## src/rtl/gba_rom_master_if.sv

```systemverilog
// Command, read-stream and cartridge-pin bundle for gba_rom_master.
// The master modport is the initiator's view; slave is the consumer/cartridge view.
interface gba_rom_master_if;
    logic        cmd_valid;
    logic        cmd_ready;
    logic [23:0] cmd_addr;
    logic [7:0]  cmd_len;
    logic        rd_valid;
    logic        rd_ready;
    logic [15:0] rd_data;
    logic        rd_last;
    logic        busy;
    logic        gba_ncs;
    logic        gba_nrd;
    logic [15:0] gba_ad_o;
    logic        gba_ad_oe;
    logic [15:0] gba_ad_i;
    logic [7:0]  gba_a_o;
    logic        gba_a_oe;

    modport master (
        input  cmd_valid, cmd_addr, cmd_len, rd_ready, gba_ad_i,
        output cmd_ready, rd_valid, rd_data, rd_last, busy,
               gba_ncs, gba_nrd, gba_ad_o, gba_ad_oe, gba_a_o, gba_a_oe
    );

    modport slave (
        output cmd_valid, cmd_addr, cmd_len, rd_ready, gba_ad_i,
        input  cmd_ready, rd_valid, rd_data, rd_last, busy,
               gba_ncs, gba_nrd, gba_ad_o, gba_ad_oe, gba_a_o, gba_a_oe
    );
endinterface

```

## src/rtl/gba_rom_master.sv

```systemverilog
// GBA cartridge ROM read initiator: turns burst commands into nCS/nRD/AD/A
// pin sequences and returns each halfword on a back-pressurable stream.
module gba_rom_master #(
    parameter int T_SETUP = 2,
    parameter int T_HOLD  = 2,
    parameter int T_N     = 4,
    parameter int T_S     = 2,
    parameter int T_GAP   = 2,
    parameter int T_END   = 2
) (
    input  logic              clk,
    input  logic              rst_n,
    gba_rom_master_if.master  bus
);
    typedef enum logic [2:0] {
        S_IDLE, S_ADDR, S_CSLO, S_TURN, S_RD, S_GAP, S_END
    } state_t;

    localparam logic [11:0] SETUP_M1 = 12'(T_SETUP - 1);
    localparam logic [11:0] HOLD_M1  = 12'(T_HOLD - 1);
    localparam logic [11:0] N_M1     = 12'(T_N - 1);
    localparam logic [11:0] S_M1     = 12'(T_S - 1);
    localparam logic [11:0] GAP_M1   = 12'(T_GAP - 1);
    localparam logic [11:0] END_M1   = 12'(T_END - 1);

    state_t      state_q, state_d;
    logic [23:0] cur_addr_q, cur_addr_d;
    logic [8:0]  remaining_q, remaining_d;
    logic [11:0] timer_q, timer_d;
    logic        first_q, first_d;
    logic        rd_valid_q, rd_valid_d;
    logic        rd_last_q, rd_last_d;
    logic [15:0] rd_data_q, rd_data_d;
    logic        ncs_q, ncs_d;
    logic        nrd_q, nrd_d;
    logic [15:0] ad_o_q, ad_o_d;
    logic        ad_oe_q, ad_oe_d;
    logic [7:0]  a_o_q, a_o_d;
    logic        a_oe_q, a_oe_d;

    logic        slot_free;
    logic [11:0] rd_len_m1;

    always_comb begin
        state_d     = state_q;
        cur_addr_d  = cur_addr_q;
        remaining_d = remaining_q;
        timer_d     = (timer_q == 12'hFFF) ? timer_q : timer_q + 12'd1;
        first_d     = first_q;
        rd_valid_d  = rd_valid_q && !bus.rd_ready;
        rd_last_d   = rd_last_q;
        rd_data_d   = rd_data_q;
        slot_free   = !rd_valid_q || bus.rd_ready;
        rd_len_m1   = first_q ? N_M1 : S_M1;

        case (state_q)
            S_IDLE: begin
                timer_d = '0;
                if (bus.cmd_valid) begin
                    cur_addr_d  = bus.cmd_addr;
                    remaining_d = (bus.cmd_len == 8'd0) ? 9'd256 : {1'b0, bus.cmd_len};
                    state_d     = S_ADDR;
                end
            end
            S_ADDR: if (timer_q >= SETUP_M1) begin
                state_d = S_CSLO;
                timer_d = '0;
            end
            S_CSLO: if (timer_q >= HOLD_M1) begin
                state_d = S_TURN;
                timer_d = '0;
                first_d = 1'b1;
            end
            // Waiting here for a free slot guarantees the capture never overwrites
            S_TURN: begin
                timer_d = '0;
                if (slot_free) state_d = S_RD;
            end
            S_RD: if (timer_q >= rd_len_m1) begin
                rd_data_d   = bus.gba_ad_i;
                rd_valid_d  = 1'b1;
                rd_last_d   = (remaining_q == 9'd1);
                remaining_d = remaining_q - 9'd1;
                cur_addr_d  = cur_addr_q + 24'd1;
                first_d     = 1'b0;
                timer_d     = '0;
                if (remaining_q == 9'd1 || cur_addr_d[15:0] == 16'd0)
                    state_d = S_END;
                else
                    state_d = S_GAP;
            end
            S_GAP: if (timer_q >= GAP_M1 && slot_free) begin
                state_d = S_RD;
                timer_d = '0;
            end
            S_END: if (timer_q >= END_M1) begin
                if (remaining_q != 9'd0) begin
                    state_d = S_ADDR;
                    timer_d = '0;
                end else if (slot_free) begin
                    state_d = S_IDLE;
                    timer_d = '0;
                end
            end
            default: state_d = S_IDLE;
        endcase

        // Pins are registered from the next state so they track state_q exactly
        ncs_d   = !(state_d inside {S_CSLO, S_TURN, S_RD, S_GAP});
        nrd_d   = (state_d != S_RD);
        ad_oe_d = (state_d inside {S_ADDR, S_CSLO});
        a_oe_d  = (state_d inside {S_ADDR, S_CSLO, S_TURN, S_RD, S_GAP});
        ad_o_d  = (state_d == S_ADDR) ? cur_addr_d[15:0]  : ad_o_q;
        a_o_d   = (state_d == S_ADDR) ? cur_addr_d[23:16] : a_o_q;
    end

    always_ff @(posedge clk or negedge rst_n) begin
        if (!rst_n) begin
            state_q     <= S_IDLE;
            cur_addr_q  <= '0;
            remaining_q <= '0;
            timer_q     <= '0;
            first_q     <= 1'b0;
            rd_valid_q  <= 1'b0;
            rd_last_q   <= 1'b0;
            rd_data_q   <= '0;
            ncs_q       <= 1'b1;
            nrd_q       <= 1'b1;
            ad_o_q      <= '0;
            ad_oe_q     <= 1'b0;
            a_o_q       <= '0;
            a_oe_q      <= 1'b0;
        end else begin
            state_q     <= state_d;
            cur_addr_q  <= cur_addr_d;
            remaining_q <= remaining_d;
            timer_q     <= timer_d;
            first_q     <= first_d;
            rd_valid_q  <= rd_valid_d;
            rd_last_q   <= rd_last_d;
            rd_data_q   <= rd_data_d;
            ncs_q       <= ncs_d;
            nrd_q       <= nrd_d;
            ad_o_q      <= ad_o_d;
            ad_oe_q     <= ad_oe_d;
            a_o_q       <= a_o_d;
            a_oe_q      <= a_oe_d;
        end
    end

    assign bus.cmd_ready = (state_q == S_IDLE);
    assign bus.busy      = (state_q != S_IDLE);
    assign bus.rd_valid  = rd_valid_q;
    assign bus.rd_last   = rd_last_q;
    assign bus.rd_data   = rd_data_q;
    assign bus.gba_ncs   = ncs_q;
    assign bus.gba_nrd   = nrd_q;
    assign bus.gba_ad_o  = ad_o_q;
    assign bus.gba_ad_oe = ad_oe_q;
    assign bus.gba_a_o   = a_o_q;
    assign bus.gba_a_oe  = a_oe_q;
endmodule

```

## src/flat_wrapper.sv

```systemverilog
// flat-port wrapper written by rule: the top's interface ports become plain ports
module gba_rom_master_flat 
#(
    parameter int T_SETUP = 2,
    parameter int T_HOLD  = 2,
    parameter int T_N     = 4,
    parameter int T_S     = 2,
    parameter int T_GAP   = 2,
    parameter int T_END   = 2
)
  (clk, rst_n, bus_cmd_valid, bus_cmd_addr, bus_cmd_len, bus_rd_ready, bus_gba_ad_i, bus_cmd_ready, bus_rd_valid, bus_rd_data, bus_rd_last, bus_busy, bus_gba_ncs, bus_gba_nrd, bus_gba_ad_o, bus_gba_ad_oe, bus_gba_a_o, bus_gba_a_oe);
  gba_rom_master_if bus_i ();
  input  logic clk;
  input  logic rst_n;
  input wire logic [$bits(bus_i.cmd_valid)-1:0] bus_cmd_valid;
  input wire logic [$bits(bus_i.cmd_addr)-1:0] bus_cmd_addr;
  input wire logic [$bits(bus_i.cmd_len)-1:0] bus_cmd_len;
  input wire logic [$bits(bus_i.rd_ready)-1:0] bus_rd_ready;
  input wire logic [$bits(bus_i.gba_ad_i)-1:0] bus_gba_ad_i;
  output wire logic [$bits(bus_i.cmd_ready)-1:0] bus_cmd_ready;
  output wire logic [$bits(bus_i.rd_valid)-1:0] bus_rd_valid;
  output wire logic [$bits(bus_i.rd_data)-1:0] bus_rd_data;
  output wire logic [$bits(bus_i.rd_last)-1:0] bus_rd_last;
  output wire logic [$bits(bus_i.busy)-1:0] bus_busy;
  output wire logic [$bits(bus_i.gba_ncs)-1:0] bus_gba_ncs;
  output wire logic [$bits(bus_i.gba_nrd)-1:0] bus_gba_nrd;
  output wire logic [$bits(bus_i.gba_ad_o)-1:0] bus_gba_ad_o;
  output wire logic [$bits(bus_i.gba_ad_oe)-1:0] bus_gba_ad_oe;
  output wire logic [$bits(bus_i.gba_a_o)-1:0] bus_gba_a_o;
  output wire logic [$bits(bus_i.gba_a_oe)-1:0] bus_gba_a_oe;
  assign bus_i.cmd_valid = bus_cmd_valid;
  assign bus_i.cmd_addr = bus_cmd_addr;
  assign bus_i.cmd_len = bus_cmd_len;
  assign bus_i.rd_ready = bus_rd_ready;
  assign bus_i.gba_ad_i = bus_gba_ad_i;
  assign bus_cmd_ready = bus_i.cmd_ready;
  assign bus_rd_valid = bus_i.rd_valid;
  assign bus_rd_data = bus_i.rd_data;
  assign bus_rd_last = bus_i.rd_last;
  assign bus_busy = bus_i.busy;
  assign bus_gba_ncs = bus_i.gba_ncs;
  assign bus_gba_nrd = bus_i.gba_nrd;
  assign bus_gba_ad_o = bus_i.gba_ad_o;
  assign bus_gba_ad_oe = bus_i.gba_ad_oe;
  assign bus_gba_a_o = bus_i.gba_a_o;
  assign bus_gba_a_oe = bus_i.gba_a_oe;
  gba_rom_master #(.T_SETUP(T_SETUP), .T_HOLD(T_HOLD), .T_N(T_N), .T_S(T_S), .T_GAP(T_GAP), .T_END(T_END)) u_core (.clk(clk), .rst_n(rst_n), .bus(bus_i));
endmodule
```

## config.mk

```make
export PLATFORM = sky130hd
export DESIGN_NAME = gba_rom_master_flat
export DESIGN_NICKNAME = d
export VERILOG_FILES = /design/src/rtl/gba_rom_master_if.sv /design/src/rtl/gba_rom_master.sv /design/src/flat_wrapper.sv
export SDC_FILE = /design/constraint.sdc
export NUM_CORES = 1
export LEC_CHECK = 0
export BUFFER_PORTS_ARGS = -buffer_cell sky130_fd_sc_hd__buf_2
export CAP_MARGIN = 25
export CORE_MARGIN = 2
export CORE_UTILIZATION = 35
export CTS_BUF_LIST = sky130_fd_sc_hd__clkbuf_8
export DETAILED_ROUTE_END_ITERATION = 8
export PLACE_DENSITY = 0.65
export SYNTH_ARGS = -nofsm -noshare
export SYNTH_HDL_FRONTEND = slang
export SYNTH_SLANG_ARGS = --single-unit
```

## constraint.sdc

```tcl
create_clock -name clk -period 2.5 [get_ports clk]
set_input_delay 0.25 -clock clk [delete_from_list [all_inputs] [get_ports clk]]
set_output_delay 0.25 -clock clk [all_outputs]
set_load 0.02 [all_outputs]
```

==> qor.yml, run 1 <==
drtAntennaViolNets: 0
synth.yosys.seq_area_share_pct: 44.6
num_rows: 45
drive_gt1_share_pct: 30.9
portBuffers: 99
place_congestion: 0.920
p_total_mw: 9.08
syn_avg_cell_area_um2: 9.33
grt_max_degree: 96
whs_ns: 0.0404
synth_edf_count: 0
timing.fmax_mhz: 410
tightestPinTransition_ns: 0.525
initial_core_util_pct: 35.5
layout_common_cells: "buf_2, dfrtp_1, nand2_1"
ctsHtreeMaxLevel: 3
drcViolationCount: 0
grt_pass1_vias: 4644
io_pins: 100
swShare_pct: 43.7
cts.reportedPaths.clkPinSlew_ns: 0.10
finalClockSkew_ns: 0.0144
clock_latency_ns: 0.39
cts_buffer_depth: 2
ir_drop_mv: 0.483
place.detailed.instances: 872
fin_crit_ns: 2.44
first_pass_iters: 5
setup_violations: 0
area_growth_pct: 25.9
die_w_um: 127
critPathRequiredTime_ns: 2.78
synth_flop_cell: "dfrtp_1"
nets: 763
grt_pass1_wl_um: 23100
die_h_um: 127
yosysUniqueCellTypes: 63
p_int_mw: 5.12
netlist_instances: 572
vias: 4798
fin_cells: 897
cp-end-kind: "flop"
wl_um: 14400
grt_antenna_before_repair: 0
synth_warnings: 0
dp_hpwl_um: 10200
synthArstFlopShare_pct: 100
synth_nets: 631
drv_cap: 0
crit_arrival_ns: 2.72
critPathMaxFanout: 5
dieArea_um2: 16200
p_per_area_nw_per_um2: 1350
wl_per_cell_um: 16.1
antenna_cells: 0
cts-root-buf: "clkbuf_8"
core_um2: 15000
synth_area_um2: 5340
numCtsBuffers: 9
power_frac_comb_pct: 56.3
ys_ff_latch: 95
critPathKind: "reg2reg"
grt-ovfl-total: 0
final_common_cell: "buf_2"
fin_crit_sh_pct: 97.6
drv_slew: 0
cts_tree: "done"
status: "completed"
utilization_pct: 44.7
switchingPower_mw: 3.97
drt_iter0_drc: 371
routed_via_density: 5.35
grt_use_total_pct: 17.7
startpoint_type: "flop"
hp-class: "in2reg"
power_frac_seq_pct: 29.7
clock_power_share_pct: 14.0
leakagePower_nw: 3.16
cts_sinks: 95
finalHoldViolations: 0
slew_headroom_pct: 65.0
-- worst max-delay path, cell delays in order (launching register included) --
cell,delay (ns)
dfrtp_1,0.43
ha_1,0.20
nand2_1,0.08
or4_1,0.60
mux2i_1,0.16
nor4_1,0.39
a41oi_1,0.23
nor3b_1,0.23
-- stage by stage --
step | area, um^2 | TNS [ns] | worst slack, ns
2_1_floorplan | 5340 | 0 | 0.00342
3_3_place_gp | 6310 | 0 | 0.0683
3_5_place_dp | 6310 | -0.601 | -0.0337
4_1_cts | 6580 | 0 | 0.00909
5_1_grt | 6720 | -0.00645 | -0.00438
6_report | 6720 | 0 | 0.0599
-- logic make-up (layout without fill, tap and decap cells) --
group	Yosys count	count (layout)	synth area share, %
and+or+nand+nor	247	247	23.5
buffers and inverters	55	192	4.90
DFF	95	95	44.6
xor gates and xnor gates	12	12	1.97
adders and majority gates	7	7	1.64
muxes	31	31	7.83
AOI/OAI and AO/OA	125	125	15.5
-- flip-flops by register name, summed over array words and instances, names as in the netlist --
register,count
u_core.remaining_q,9
u_core.state_q,3
u_core.bus.gba_nrd,1
u_core.cur_addr_q,24
u_core.bus.gba_ad_oe,1
u_core.bus.gba_ncs,1
u_core.bus.rd_data,16
u_core.bus.rd_last,1
u_core.bus.gba_a_oe,1
u_core.bus.gba_ad_o,16
u_core.bus.gba_a_o,8
u_core.timer_q,12
u_core.first_q,1
u_core.bus.rd_valid,1
-- worst paths after layout --
check / start / to / slack, ns / cells after the start
max in group asynchronous: rst_n / u_core.bus.gba_ncs / 1.67 / 3
worst min register to register: u_core.bus.rd_data[14] / u_core.bus.rd_data[14] / 0.48 / 2
worst max-delay path: u_core.cur_addr_q[0] / u_core.bus.gba_a_oe / 0.06 / 7
min in group asynchronous: rst_n / u_core.bus.rd_data[12] / 0.42 / 3
worst max register to register: u_core.cur_addr_q[0] / u_core.bus.gba_a_oe / 0.06 / 7
worst min-delay path: bus_gba_ad_i[4] / u_core.bus.rd_data[4] / 0.04 / 3
-- cell usage after synthesis, types with 3 or more instances --
| cell | number | area share [%] |
|---|---|---|
| o22a_1 | 4 | 0.66 |
| o21bai_1 | 5 | 0.70 |
| clkbuf_1 | 21 | 1.5 |
| xnor2_1 | 3 | 0.49 |
| and2_1 | 4 | 0.47 |
| nand2_1 | 79 | 5.6 |
| ha_1 | 7 | 1.6 |
| nand3_1 | 24 | 2.3 |
| nor2b_1 | 6 | 0.70 |
| o22ai_1 | 5 | 0.59 |
| xor2_1 | 9 | 1.5 |
| buf_2 | 12 | 1.1 |
| a221o_1 | 10 | 1.9 |
| and3_1 | 6 | 0.70 |
| or4_1 | 3 | 0.42 |
| nor3b_1 | 5 | 0.70 |
| mux2_4 | 20 | 5.6 |
| nor2_1 | 44 | 3.1 |
| inv_1 | 17 | 1.2 |
| mux2i_1 | 5 | 0.94 |
| nand2b_1 | 11 | 1.3 |
| nand4_1 | 12 | 1.4 |
| o21ai_0 | 29 | 2.7 |
| a21oi_1 | 33 | 3.1 |
| a31oi_1 | 4 | 0.47 |
| nor3_1 | 18 | 1.7 |
| a21o_1 | 9 | 1.3 |
| dfrtp_1 | 93 | 44 |
| nor4_1 | 12 | 1.4 |
| o211ai_1 | 3 | 0.42 |
| or3_1 | 7 | 0.82 |
| a22oi_1 | 5 | 0.70 |
| mux2_1 | 4 | 0.84 |
-- power by group through the flow --
| stage | Combinational, mW | Clock [mW] | Sequential [mW] |
|---|---|---|---|
| 6_report | 5.11 | 1.27 | 2.70 |
| 5_1_grt | 5.58 | 1.37 | 2.79 |
| 4_1_cts | 4.89 | 1.30 | 2.68 |
| 3_5_place_dp | 4.86 | 0 | 2.70 |
| 3_3_place_gp | 4.74 | 0 | 2.69 |
| 2_1_floorplan | 2.98 | 0 | 2.98 |
-- per-layer routing --
layer,routed length [um],up-vias,track usage (%),share of wire [%]
li1,-,2317,-,-
met1,6610,2322,23.6,46
met2,6870,138,28.3,48
met3,698,21,3.39,4.8
met4,262,0,7.30,1.8
met5,0,-,0,0
-- layout make-up --
cell class / count / area [um^2]
multi-input cells: 422 / 2760
flip-flops and latches: 95 / 2380
well taps: 188 / 235
repair buffers: 159 / 1030
clock buffers: 10 / 138
fillers: 1446 / 8320
inverters: 17 / 63.8
clock inverters: 6 / 113
-- what timing repair did --
action | in CTS | in global routing
pin swaps | 0 | 7
hold buffers | 1 | 0
gates resized for setup | 2 | 15
setup buffers | 0 | 6
endpoints found under the setup margin | 24 | 28
hold endpoints to repair | 93 | 0
cloned | 0 | 2
(Power assumes the default switching activity.)
==> run 2: changes to the inputs <==
--- a/config.mk
+++ b/config.mk
@@ -5,6 +5,7 @@
 export SDC_FILE = /design/constraint.sdc
 export NUM_CORES = 1
 export LEC_CHECK = 0
+export ABC_AREA = 1
 export BUFFER_PORTS_ARGS = -buffer_cell sky130_fd_sc_hd__buf_2
 export CAP_MARGIN = 25
 export CORE_MARGIN = 2
==> run 2 against run 1 <==
Cell area decreased by 4.1%. Clock skew fell by 0.0053 ns. Fmax up 5.7%. Synthesized cell count is 27% higher.
==> qor.yml, run 2 <==
critPathRequiredTime_ns: 2.76  # was 2.78 ns
yosysUniqueCellTypes: 40  # was 63
met3_length_um: 701  # was 698 um
synth_simple_gate_area_share_pct: 33.4  # was 23.5%
drtAntennaViolNets: 0  # unchanged
synthMuxAreaShare_pct: 0.186  # was 7.83%
numCtsBuffers: 9  # unchanged
fin_crit_sh_pct: 92.3  # was 97.6%
drt_iter0_drc: 359  # was 371
final_common_cell: "nand2_1"  # was buf_2
num_rows: 45  # unchanged
path_cells: "ha_4 > nand2_1 > nor2_1 > nand2_1 > nor2_2 > nand2_1 > nand2_1 > nand2_1 > nor2_1 > nand3_2 > nand2_2 > a21oi_4 > buf_12 > nand2_4 > o21ai_1"  # was ha_1 > nand2_1 > or4_1 > mux2i_1 > nor4_1 > a41oi_1 > nor3b_1
synth_area_um2: 5370  # was 5340 um^2
largest_reg_flops: 24  # unchanged
synthArstFlopShare_pct: 100  # unchanged
p_int_mw: 4.18  # was 5.12 mW
vias: 5167  # was 4798
syn_avg_cell_area_um2: 7.38  # was 9.33 um^2
die_w_um: 128  # was 127 um
top_layer: "met4"  # unchanged
critPathMaxFanout: 13  # was 5
tightestPinTransition_ns: 0.464  # was 0.525 ns
cpMostUsedCell: "nand2_1"
fin_crit_ns: 2.31  # was 2.44 ns
synth_adder_area_share_pct: 1.63  # was 1.64%
ctsHtreeMaxLevel: 3  # unchanged
cts_sinks: 95  # unchanged
setup_violations: 0  # unchanged
synth_top_family_by_area: "simple AND/OR/NAND/NOR gates"  # unchanged
synth_warnings: 0  # unchanged
netlist_instances: 727  # was 572
placed_cell_area_um2: 6090  # was 6310 um^2
cts_buffer_depth: 2  # unchanged
swShare_pct: 48.8  # was 43.7%
drv_slew: 0  # unchanged
finalClockSkew_ns: 0.00916  # was 0.0144 ns
met2WireLength_um: 6520  # was 6870 um
hp-class: "in2reg"  # unchanged
synth.yosys.seq_area_share_pct: 44.3  # was 44.6%
whs_ns: 0.0604  # was 0.0404 ns
synth_nets: 786  # was 631
synth_most_common_cell: "nand2_1"  # was dfrtp_1
seq_area_um2: 2380  # about the same
multi_input_area_um2: 2610  # was 2760 um^2
slew_headroom_pct: 68.7  # was 65.0%
status: "completed"  # unchanged
synth_common_cells: "nand2_1, dfrtp_1, inv_1"  # was dfrtp_1, nand2_1, nor2_1
pre_cts_slack_ns: 0.118  # was -0.0337 ns
grt_antenna_before_repair: 0  # unchanged
fin_ws_ns: 0.192  # was 0.0599 ns
drcViolationCount: 0  # unchanged
drt-met1-wl_um: 7030  # was 6610 um
cp_slowest_cell: "dfrtp_1"  # was or4_1
wl_per_cell_um: 14.0  # was 16.1 um
wl_um: 14500  # was 14400 um
crit_arrival_ns: 2.57  # was 2.72 ns
startpoint_type: "flop"  # unchanged
die_h_um: 128  # was 127 um
holdPathStages: 3  # unchanged
grt-ovfl-total: 0  # unchanged
cts-root-buf: "clkbuf_8"  # unchanged
leakagePower_nw: 3.31  # was 3.16 nW
fillCellCount: 1585  # was 1446
initial_core_util_pct: 35.6  # was 35.5%
cts_tree: "done"  # unchanged
cts.reportedPaths.clkPinSlew_ns: 0.08  # was 0.10 ns
dp_hpwl_um: 10500  # was 10200 um
dieArea_um2: 16300  # was 16200 um^2
timing.fmax_mhz: 433  # was 410 MHz
synth_top_area_share_pct: 43.4  # was 43.6%
clock_power_share_pct: 11.8  # was 14.0%
tns_ns: 0  # unchanged
synth_xor_area_share_pct: 1.47  # was 1.97%
p_per_area_nw_per_um2: 1270  # was 1350 nW/um^2
nets: 901  # was 763
first_pass_iters: 7  # was 5
portBuffers: 99  # unchanged
finalInstanceArea_um2: 6440  # was 6720 um^2
critPathKind: "reg2reg"  # unchanged
routed_via_density: 4.99  # was 5.35
antenna_cells: 0  # unchanged
power_frac_seq_pct: 33.3  # was 29.7%
finalHoldViolations: 0  # unchanged
grt_pass1_wl_um: 23400  # was 23100 um
core_um2: 15100  # was 15000 um^2
ys_ff_latch: 95  # unchanged
ir_drop_mv: 0.534  # was 0.483 mV
place_congestion: 0.894  # was 0.920
netlist_top_cells_area: "dfrtp_1, nand2_1, nand3_1, inv_1, nor2_1"  # was dfrtp_1, mux2_4, nand2_1, a21oi_1, nor2_1
io_pins: 100  # unchanged
yosys.area.top_type: "dfrtp_1"  # unchanged
drv_cap: 0  # unchanged
synth-compound-area-share_pct: 10.7  # was 15.5%
power_frac_comb_pct: 54.9  # was 56.3%
clock_latency_ns: 0.38  # was 0.39 ns
grt_max_degree: 67  # was 96
top_register: "u_core.cur_addr_q"  # unchanged
grt_pass1_vias: 4913  # was 4644
reg2regPathDepth: 15  # was 7
switchingPower_mw: 3.98  # was 3.97 mW
rsz0062_at_grt: "no"
synth_edf_count: 0  # unchanged
area_growth_pct: 20.0  # was 25.9%
critical_path.max_stage_delay_ns: 0.46  # was 0.60 ns
cp-end-kind: "flop"  # unchanged
synth_flop_cell: "dfrtp_1"  # unchanged
drive_gt1_share_pct: 20.1  # was 30.9%
layout_common_cells: "nand2_1, buf_2, dfrtp_1"  # was buf_2, dfrtp_1, nand2_1
grt_use_total_pct: 18.0  # was 17.7%
## run 2: cell count changes in the layout (fill, tap and decap cells not counted), sizes merged, moves of 10 or more
cell,previous run,this run
nand2,79,259
inv,19,87
nand3,24,66
buf,157,123
mux2,26,0
a21oi,33,16
nor2,45,61
nand2b,11,0
a221o,10,0
## run 2: what timing repair did
item,CTS,global route
buffers inserted,0,9
hold buffers,1,0
gates resized for setup,0,17
endpoints found under the setup margin,0,27
hold endpoints to repair,28,0
## run 2: path summary, 6_finish.rpt
path	startpoint	to	slack, ns
min	bus_gba_ad_i[5]	u_core.bus.rd_data[5]	0.06
max in group asynchronous	rst_n	u_core.cur_addr_q[2]	1.38
max	u_core.cur_addr_q[1]	u_core.bus.gba_ad_oe	0.19
max reg2reg	u_core.cur_addr_q[1]	u_core.bus.gba_ad_oe	0.19
min in group asynchronous	rst_n	u_core.bus.rd_data[14]	0.38
min reg2reg	u_core.bus.gba_a_o[2]	u_core.bus.gba_a_o[2]	0.47
## run 2: layout make-up
cell class / count / area share, %
clock buffer: 12 / 2.57
multi-input combinational: 529 / 40.5
timing repair buffer: 124 / 11.2
sequential: 95 / 37.0
clock inverter: 4 / 0.233
tap: 188 / 3.65
inverter: 83 / 4.88
## run 2: cells by family (layout without fill, tap and decap cells)
family / after synthesis / after routing
compound gates: 91 / 91
xor+xnor: 9 / 9
fa+ha+maj: 7 / 7
buf+inv: 104 / 223
flops: 95 / 95
mux: 1 / 1
simple gates: 420 / 421
## run 2: worst max-delay path, delay by kind of cell, from the launching register on
kind	cells	cell delay, ns
compound gates	2	0.17
fa+ha+maj	1	0.19
buf+inv	1	0.15
flops	1	0.46
simple gates	11	1.20
## run 2: power by group through the flow
stage               clock network [mW]  logic, mW  registers, mW
floorplan                            0       2.60           3.05
global placement                     0       4.07           2.73
detailed placement                   0       4.13           2.71
CTS                              0.997       4.14           2.69
global route                      1.07       5.05           2.82
finish                           0.963       4.49           2.72
## run 2: layer usage
metal  vias to the layer above  global-route usage (%)
met5                         -                       0
met4                         0                    6.01
met3                        14                    3.84
met2                       133                    28.6
met1                      2420                    24.6
li1                       2600                       -
## run 2: per-stage QoR
step	instances	util, %	total power, mW
floorplan	727	-	5.65
global placement	1008	40.4	6.80
detailed placement	1008	40.4	6.84
CTS	1025	41.6	7.83
global route	1035	42.7	8.94
finish	1035	42.7	8.17
==> run 3: changes to the inputs <==
--- a/config.mk
+++ b/config.mk
@@ -8,6 +8,7 @@
 export ABC_AREA = 1
 export BUFFER_PORTS_ARGS = -buffer_cell sky130_fd_sc_hd__buf_2
 export CAP_MARGIN = 25
+export CORE_ASPECT_RATIO = 0.75
 export CORE_MARGIN = 2
 export CORE_UTILIZATION = 35
 export CTS_BUF_LIST = sky130_fd_sc_hd__clkbuf_8
==> run 3 against run 2 <==
Final cell count increased by 1.8%. Combinational power fell by 2%. Critical path depth down 1. Critical path type unchanged.
==> qor.yml, run 3 (synthesis gave the netlist of run 2 again) <==
status: "completed"  # unchanged
cp.buffers_inverters: 2  # was 1
slew_headroom_pct: 62.6  # was 68.7%
die_h_um: 111  # was 128 um
startpoint_type: "flop"  # unchanged
grt_antenna_before_repair: 0  # unchanged
ir_drop_mv: 0.629  # was 0.534 mV
cts.reportedPaths.clkPinSlew_ns: 0.10  # was 0.08 ns
clock_latency_ns: 0.39  # was 0.38 ns
drv_slew: 0  # unchanged
dieArea_um2: 16400  # was 16300 um^2
critPathRequiredTime_ns: 2.80  # was 2.76 ns
place_congestion: 0.924  # was 0.894
critPathMaxFanout: 8  # was 13
crit_family: "simple AND/OR/NAND/NOR gates"  # unchanged
finalHoldViolations: 0  # unchanged
antenna_cells: 0  # unchanged
first_pass_iters: 5  # was 7
area_growth_pct: 20.6  # was 20.0%
grt_max_degree: 44  # was 67
grt_pass1_vias: 4861  # was 4913
tns_ns: 0  # unchanged
critical_path.max_stage_delay_ns: 0.47  # was 0.46 ns
setup_violations: 0  # unchanged
layout_common_cells: "nand2_1, buf_2, dfrtp_1"  # unchanged
drt_iter0_drc: 490  # was 359
drcViolationCount: 0  # unchanged
ctsHtreeMaxLevel: 3  # unchanged
cp_slowest_cell: "dfrtp_1"  # unchanged
drive_gt1_share_pct: 21.0  # was 20.1%
p_per_area_nw_per_um2: 1260  # was 1270 nW/um^2
seq_area_um2: 2380  # unchanged
wl_um: 15100  # was 14500 um
cts-root-buf: "clkbuf_8"  # unchanged
tightestPinTransition_ns: 0.561  # was 0.464 ns
grt_use_total_pct: 19.1  # was 18.0%
rrSetupSlack_ns: 0.18  # was 0.19 ns
finalClockSkew_ns: 0.0114  # was 0.00916 ns
cts_tree: "done"  # unchanged
dp_hpwl_um: 11200  # was 10500 um
fin_crit_ns: 2.32  # was 2.31 ns
numCtsBuffers: 9  # unchanged
io_pins: 100  # unchanged
whs_ns: 0.0391  # was 0.0604 ns
multi_input_area_um2: 2610  # about the same
critPathKind: "reg2reg"  # unchanged
vias: 5202  # was 5167
leakagePower_nw: 3.31  # about the same
core_um2: 15100  # about the same
drtAntennaViolNets: 0  # unchanged
cp-end-kind: "flop"  # unchanged
fillCellCount: 1560  # was 1585
grt-ovfl-total: 0  # unchanged
routed_via_density: 4.94  # was 4.99
drv_cap: 0  # unchanged
initial_core_util_pct: 35.5  # was 35.6%
grt_pass1_wl_um: 24800  # was 23400 um
crit_arrival_ns: 2.62  # was 2.57 ns
fin_crit_sh_pct: 92.8  # was 92.3%
cts_buffer_depth: 2  # unchanged
nets: 903  # was 901
wl_per_cell_um: 14.3  # was 14.0 um
num_rows: 39  # was 45
path_cells: "ha_4 > nand3_4 > nor2_4 > nand3_2 > nand2_1 > nand2_1 > nor2_1 > nand3_1 > o21bai_2 > a21oi_4 > buf_4 > buf_4 > nand3_1 > nand2_1"  # was ha_4 > nand2_1 > nor2_1 > nand2_1 > nor2_2 > nand2_1 > nand2_1 > nand2_1 > nor2_1 > nand3_2 > nand2_2 > a21oi_4 > buf_12 > nand2_4 > o21ai_1
top_register: "u_core.cur_addr_q"  # unchanged
portBuffers: 99  # unchanged
die_w_um: 147  # was 128 um
cpMostUsedCell: "nand2_1"  # unchanged
cts_sinks: 95  # unchanged
largest_reg_flops: 24  # unchanged
final_common_cell: "nand2_1"  # unchanged
hp-class: "in2reg"  # unchanged
timing.fmax_mhz: 431  # was 433 MHz
run 3: cell types whose count changed in the layout (fill, tap and decap cells not counted), sizes merged:
| cell | previous run | this run |
|---|---|---|
| buf | 123 | 126 |
| clkbuf | 12 | 11 |
| nand2 | 259 | 258 |
| clkinvlp | 0 | 1 |
| clkinv | 0 | 2 |
| inv | 87 | 85 |
run 3: final cells by class:
class | count | area share, %
clock inverters | 5 | 0.599
repair buffers | 127 | 11.2
well taps | 205 | 3.96
inverters | 83 | 4.81
flip-flops and latches | 95 | 36.8
clock buffers | 11 | 2.34
multi-input cells | 528 | 40.3
run 3: repair_timing:
item | 4_1_cts | 5_1_grt
endpoints found under the hold margin | 39 | 0
endpoints found under the setup margin | 26 | 28
setup buffers | 1 | 4
pin swaps | 1 | 3
cloned | 0 | 0
hold buffers | 1 | 0
resized for setup | 0 | 15
run 3: where the power goes:
| part | leakage (nW) | switching (mW) | total [mW] | internal, mW |
|---|---|---|---|---|
| Clock | 0.0963 | 0.594 | 1.02 | 0.423 |
| Combinational | 2.03 | 2.95 | 4.42 | 1.47 |
| Sequential | 1.18 | 0.519 | 2.73 | 2.21 |
| Total | 3.31 | 4.06 | 8.17 | 4.11 |
run 3: path summary, 6_finish.rpt:
check,depth (start not counted),startpoint,to
hold / removal,3,bus_gba_ad_i[1],u_core.bus.rd_data[1]
max in group asynchronous,3,rst_n,u_core.cur_addr_q[3]
setup reg to reg,14,u_core.cur_addr_q[0],u_core.bus.gba_ad_o[12]
hold reg to reg,2,u_core.bus.gba_ad_o[9],u_core.bus.gba_ad_o[9]
min in group asynchronous,2,rst_n,u_core.bus.gba_ad_o[3]
setup / recovery,14,u_core.cur_addr_q[0],u_core.bus.gba_ad_o[12]
run 3: metal layers:
metal	GRT usage, %	share of wire, %
met1	29.8	52
met2	25.4	39
met3	4.98	7.3
met4	6.03	1.7
met5	0	0
run 3: worst min-delay path: cells and delay by family:
kind | cells | cell delay (ns)
buffers and inverters | 1 | 0.07
AND/OR/NAND/NOR | 2 | 0.08
run 3: through the flow:
stage	cell area (um^2)	instances	utilization [%]	power, mW	setup WS [ns]
after floorplan	5370	727	-	5.65	0.434
after global placement	6150	1032	40.7	6.89	0.0490
after detailed placement	6150	1032	40.7	6.93	-0.0396
after CTS	6360	1050	42.1	8.00	0.0658
after global routing	6470	1054	42.8	8.86	-0.0145
final	6470	1054	42.8	8.17	0.180
